<file path="src/rtl/sub_8bit_serial_if.sv">
// sub_8bit_serial_if
//   Handshake and data bundle for sub_8bit_serial.
//   Operand side : in_valid, in_ready, a[7:0], b[7:0], bin
//   Result side  : out_valid, out_ready, diff[7:0], bout, ovf (ovf only with SUB_OVF_EN)
//   Modports     : master = producer of operands / consumer of results (testbench or upstream)
//                  slave  = the subtractor itself
//   Configuration macro: SUB_OVF_EN adds the ovf signal.
interface sub_8bit_serial_if;
  logic       in_valid;
  logic       in_ready;
  logic [7:0] a;
  logic [7:0] b;
  logic       bin;
  logic       out_valid;
  logic       out_ready;
  logic [7:0] diff;
  logic       bout;
`ifdef SUB_OVF_EN
  logic       ovf;

  modport master (
    output in_valid, a, b, bin, out_ready,
    input  in_ready, out_valid, diff, bout, ovf
  );

  modport slave (
    input  in_valid, a, b, bin, out_ready,
    output in_ready, out_valid, diff, bout, ovf
  );
`else
  modport master (
    output in_valid, a, b, bin, out_ready,
    input  in_ready, out_valid, diff, bout
  );

  modport slave (
    input  in_valid, a, b, bin, out_ready,
    output in_ready, out_valid, diff, bout
  );
`endif
endinterface

</file>
<file path="src/rtl/sub_8bit_serial.sv">
// sub_8bit_serial
//   Multi-cycle 8-bit subtractor: diff = (a - b - bin) mod 256, bout = borrow-out.
//   One shared 4-bit ripple-borrow slice is used twice: low nibble in LOW,
//   high nibble in HIGH. The result is held in DONE until out_ready.
//   Ports:
//     clk  - rising-edge clock
//     rst  - synchronous, active-high reset
//     bus  - sub_8bit_serial_if.slave (in_valid/in_ready/a/b/bin,
//            out_valid/out_ready/diff/bout[/ovf])
//   Configuration macro: SUB_OVF_EN - adds registered signed-overflow flag ovf.
module sub_8bit_serial (
  input  logic               clk,
  input  logic               rst,
  sub_8bit_serial_if.slave   bus
);

  typedef enum logic [1:0] {IDLE, LOW, HIGH, DONE} state_t;

  state_t     state_reg;
  logic [7:0] a_reg;
  logic [7:0] b_reg;
  logic       bin_reg;
  logic       br_reg;     // borrow from low nibble into high nibble
  logic [7:0] diff_reg;
  logic       bout_reg;
`ifdef SUB_OVF_EN
  logic       ovf_reg;
`endif

  // Shared slice operands: high nibble only while in HIGH, otherwise low nibble.
  logic [3:0] sl_a;
  logic [3:0] sl_b;
  logic [3:0] sl_d;
  logic [4:0] sl_brw;     // sl_brw[i] = borrow into bit i, sl_brw[4] = slice borrow-out

  assign sl_a      = (state_reg == HIGH) ? a_reg[7:4] : a_reg[3:0];
  assign sl_b      = (state_reg == HIGH) ? b_reg[7:4] : b_reg[3:0];
  assign sl_brw[0] = (state_reg == HIGH) ? br_reg     : bin_reg;

  // Ripple-borrow full subtractor chain.
  genvar gi;
  generate
    for (gi = 0; gi < 4; gi++) begin : g_bit
      assign sl_d[gi]     = sl_a[gi] ^ sl_b[gi] ^ sl_brw[gi];
      assign sl_brw[gi+1] = (~sl_a[gi] & sl_b[gi]) |
                            (~(sl_a[gi] ^ sl_b[gi]) & sl_brw[gi]);
    end
  endgenerate

  always_ff @(posedge clk) begin
    if (rst) begin
      state_reg <= IDLE;
      a_reg     <= 8'h00;
      b_reg     <= 8'h00;
      bin_reg   <= 1'b0;
      br_reg    <= 1'b0;
      diff_reg  <= 8'h00;
      bout_reg  <= 1'b0;
`ifdef SUB_OVF_EN
      ovf_reg   <= 1'b0;
`endif
    end else begin
      case (state_reg)
        IDLE: begin
          // in_ready is high whenever IDLE and not in reset
          if (bus.in_valid) begin
            a_reg     <= bus.a;
            b_reg     <= bus.b;
            bin_reg   <= bus.bin;
            state_reg <= LOW;
          end
        end
        LOW: begin
          diff_reg[3:0] <= sl_d;
          br_reg        <= sl_brw[4];
          state_reg     <= HIGH;
        end
        HIGH: begin
          diff_reg[7:4] <= sl_d;
          bout_reg      <= sl_brw[4];
`ifdef SUB_OVF_EN
          // Signed overflow: borrow into bit 7 differs from borrow out of bit 7.
          ovf_reg       <= sl_brw[3] ^ sl_brw[4];
`endif
          state_reg     <= DONE;
        end
        DONE: begin
          if (bus.out_ready) state_reg <= IDLE;
        end
        default: state_reg <= IDLE;
      endcase
    end
  end

  // in_ready comes from registered state, so an accept can never coincide
  // with an output transfer; it is also forced low during reset.
  assign bus.in_ready  = (state_reg == IDLE) && !rst;
  assign bus.out_valid = (state_reg == DONE);
  assign bus.diff      = diff_reg;
  assign bus.bout      = bout_reg;
`ifdef SUB_OVF_EN
  assign bus.ovf       = ovf_reg;
`endif

endmodule
</file>
<file path="src/flat_wrapper.sv">
// flat-port wrapper written by rule: the top's interface ports become plain ports
module sub_8bit_serial_flat 
  (clk, rst, bus_in_valid, bus_a, bus_b, bus_bin, bus_out_ready, bus_in_ready, bus_out_valid, bus_diff, bus_bout);
  sub_8bit_serial_if bus_i ();
  input  logic clk;
  input  logic rst;
  input wire logic [$bits(bus_i.in_valid)-1:0] bus_in_valid;
  input wire logic [$bits(bus_i.a)-1:0] bus_a;
  input wire logic [$bits(bus_i.b)-1:0] bus_b;
  input wire logic [$bits(bus_i.bin)-1:0] bus_bin;
  input wire logic [$bits(bus_i.out_ready)-1:0] bus_out_ready;
  output wire logic [$bits(bus_i.in_ready)-1:0] bus_in_ready;
  output wire logic [$bits(bus_i.out_valid)-1:0] bus_out_valid;
  output wire logic [$bits(bus_i.diff)-1:0] bus_diff;
  output wire logic [$bits(bus_i.bout)-1:0] bus_bout;
  assign bus_i.in_valid = bus_in_valid;
  assign bus_i.a = bus_a;
  assign bus_i.b = bus_b;
  assign bus_i.bin = bus_bin;
  assign bus_i.out_ready = bus_out_ready;
  assign bus_in_ready = bus_i.in_ready;
  assign bus_out_valid = bus_i.out_valid;
  assign bus_diff = bus_i.diff;
  assign bus_bout = bus_i.bout;
  sub_8bit_serial u_core (.clk(clk), .rst(rst), .bus(bus_i));
endmodule
</file>
<file path="config.mk">
export PLATFORM = sky130hd
export DESIGN_NAME = sub_8bit_serial_flat
export DESIGN_NICKNAME = d
export VERILOG_FILES = /design/src/rtl/sub_8bit_serial_if.sv /design/src/rtl/sub_8bit_serial.sv /design/src/flat_wrapper.sv
export SDC_FILE = /design/constraint.sdc
export NUM_CORES = 1
export LEC_CHECK = 0
export ABC_AREA = 1
export CORE_MARGIN = 10
export CORE_UTILIZATION = 50
export CTS_BUF_LIST = sky130_fd_sc_hd__clkbuf_4
export DETAILED_ROUTE_END_ITERATION = 8
export GPL_TIMING_DRIVEN = 0
export PLACE_DENSITY = 0.8
export RECOVER_POWER = 25
export REMOVE_ABC_BUFFERS = 1
export SLEW_MARGIN = 20
export SYNTH_ARGS = -nofsm -noshare
export SYNTH_HDL_FRONTEND = slang
export SYNTH_SLANG_ARGS = --single-unit
</file>
<file path="constraint.sdc">
create_clock -name clk -period 4 [get_ports clk]
set_input_delay 0.8 -clock clk [delete_from_list [all_inputs] [get_ports clk]]
set_output_delay 0.8 -clock clk [all_outputs]
set_load 0.01 [all_outputs]
</file>
==> metrics.txt <==
final net count=about 230; Crit Reg-Reg Endpoint=u_core.bus.diff[3]; commonest non-fill, non-tap cell in the layout=nor2_1; Port Buffer Count=31; synthesized flop and latch total=29; fmax=about 0.28 GHz; max_cap viols=0; Resize count post-CTS=0; clk sink count=29; initial antenna violation count=0; DRT Pass-1 Iters=4; CTS max path bufs=2; die area=5109 sq um; Diodes inserted=0; DRT met1 WL=between 1000 and 1500 um; placer congestion estimate=~0.72; most frequent cells in the layout=nor2_1, clkdlybuf4s50_1, dfxtp_1, o21ai_0, nand2_1; Setup crit start=u_core.state_reg[0]; I/O pin cnt=32; routed vias=1114; Post-Syn Instances=165; placed instance area=1609 sq um; Vias/cell=4.929; Worst Hold Path EP=u_core.a_reg[7]; CP max FO=17; Pleak=0.7154 nW; Reg2Reg Setup Slack=0.48 ns; metal3 WL=163 um; Final setup viols=0; count of different cell masters after synthesis=20; worst reg2reg path depth=11; fin area=1658 sq um; layout cells sized above 1=4.592%; arrival time of the worst setup path=3.77 ns; maximum vdd drop=0.0004011 V; pre-CTS WS=0.4960 ns; Synth area leaders=dfxtp_1, nor2_1, o21ai_0; fin worst setup slack=slightly below 0.5 ns; P&R area growth vs syn=25.12%; hold_sp=u_core.a_reg[7]; switching pwr=0.4680 mW; Worst Setup End Kind=register; PD cells=721.7 nW/um^2; Final Hold Viols=0; post-synth top area cell=dfxtp_1; TNS Setup=0 ns; DR top layer=met4; Core Rows=18; WL per Instance=12.70 um; Remaining Overflow, GRT=0; H-Tree Depth=2; RSZ-0062 raised after global routing=no; Max-Slew Margin vs Limit=53.86%; wire length of the first global-routing pass=4940 um; Setup Skew=0.01003 ns; DRT antenna net count=0; Initial Util=between 50% and 60%; switching share of power=39.11%; root buf cell=clkbuf_4; largest net degree at the start of global routing=30; Routed WL=2870 um; core area=2500 sq um; minimum clock period=3.517 ns; Num CTS Buffers=5; Critical Setup Path Class=reg -> reg; Final Max Tran Viols=0; All-Layer GR Usage=11.71%; Worst Hold Depth=2; cts hold-fix bufs=0; Yosys top cell area share=between 40% and 50%; post-route DRC violation count=0; fin crit share=87.92%; vias in the first global route=1127; Routed met2 length=1481 um; CTS tree=built; Syn. warnings=0; chip height=71.48 um; Core Util, Final=66.32%; Post-CTS Setup Bufs=0; Initial DRC Count=91; min-delay worst type=reg -> reg; clk_lat worst skew=0.32 ns; P_int=~0.73 mW; syn avg cell area=8.030 sq um; post-synthesis sequential area ratio=between 40% and 50%; worst slew pin tran=around 0.7 ns; Clock power frac=13.8%; hpwl dp=about 2100 um; Comb pwr share=just under 50%; Post-Syn Area=1325 sq um; Reg power frac=37.6%; CP Launch Type=register; R2R Path Start=u_core.state_reg[0]; required time of the critical path=around 4.3 ns; die width=71.48 um; status=completed; Clock transition at path regs=0.08 ns
==> critical path, stage by stage, from the launching register on <==
cell     delay [ns]
dfxtp_1        0.35
inv_1          0.12
ha_1           0.60
inv_1          0.31
nand2_1        0.13
nand2_1        0.08
fa_1           0.44
fa_1           0.39
fa_1           0.36
inv_1          0.07
fa_1           0.44
a21oi_1        0.15
==> worst max-delay path by stage <==
stage          cells past startpoint                  to  slack (ns)
6_report                          11  u_core.bus.diff[3]        0.48
5_1_grt                           11  u_core.bus.diff[7]        0.20
3_3_place_gp                      11  u_core.bus.diff[3]        0.55
2_1_floorplan                     11  u_core.bus.diff[3]        0.92
4_1_cts                           11  u_core.bus.diff[3]        0.47
3_5_place_dp                      11  u_core.bus.diff[7]        0.50
==> power by group through the flow <==
stage	logic [mW]	registers, mW	clock network, mW
2_1_floorplan	0.356	0.467	0
3_3_place_gp	0.565	0.452	0
4_1_cts	0.588	0.452	0.167
6_report	0.581	0.450	0.165
3_5_place_dp	0.585	0.459	0
5_1_grt	0.674	0.464	0.183
==> per-layer routing <==
layer | up-vias | global-route usage (%)
li1 | 585 | -
met1 | 500 | 11.90
met2 | 24 | 20.39
met3 | 5 | 4.683
met4 | 0 | 5.591
met5 | - | 0
==> per-stage QoR <==
step | cells | hold WS, ns | total power [mW]
2_1_floorplan | 158 | 0.4543 | 0.8236
3_3_place_gp | 219 | 0.4655 | 1.017
3_5_place_dp | 219 | 0.4738 | 1.043
4_1_cts | 226 | 0.4927 | 1.206
5_1_grt | 226 | 0.5142 | 1.321
6_report | 226 | 0.4867 | 1.197
==> synth_stat cells (all sizes together) <==
cell    instances
nand3           2
buf             5
nand2          17
inv            11
nor2           54
a21oi           4
clkbuf          2
o21ai          27
mux2i           5
fa              4
ha              5
dfxtp          29
==> logic make-up (layout without fill, tap and decap cells) <==
logic type / after synthesis / count (layout) / share of synthesized area (%)
flip-flops: 29 / 29 / 43.82
adder cells (fa/ha/maj): 9 / 9 / 10.77
AO/OA/AOI/OAI: 31 / 31 / 11.71
AND/OR/NAND/NOR: 73 / 73 / 21.62
buffers and inverters: 18 / 49 / 8.309
multiplexers: 5 / 5 / 3.777
==> area by class of cell <==
cell class              instances  area [sq um]
fillers                       227         842.1
clock buffers                   6         45.04
clock inverters                 1         3.754
well taps                      30         37.54
inverters                      11         46.29
flip-flops and latches         29         580.6
multi-input cells             118         634.4
repair buffers                 31         310.3
Power figures use the tool's default switching activity.
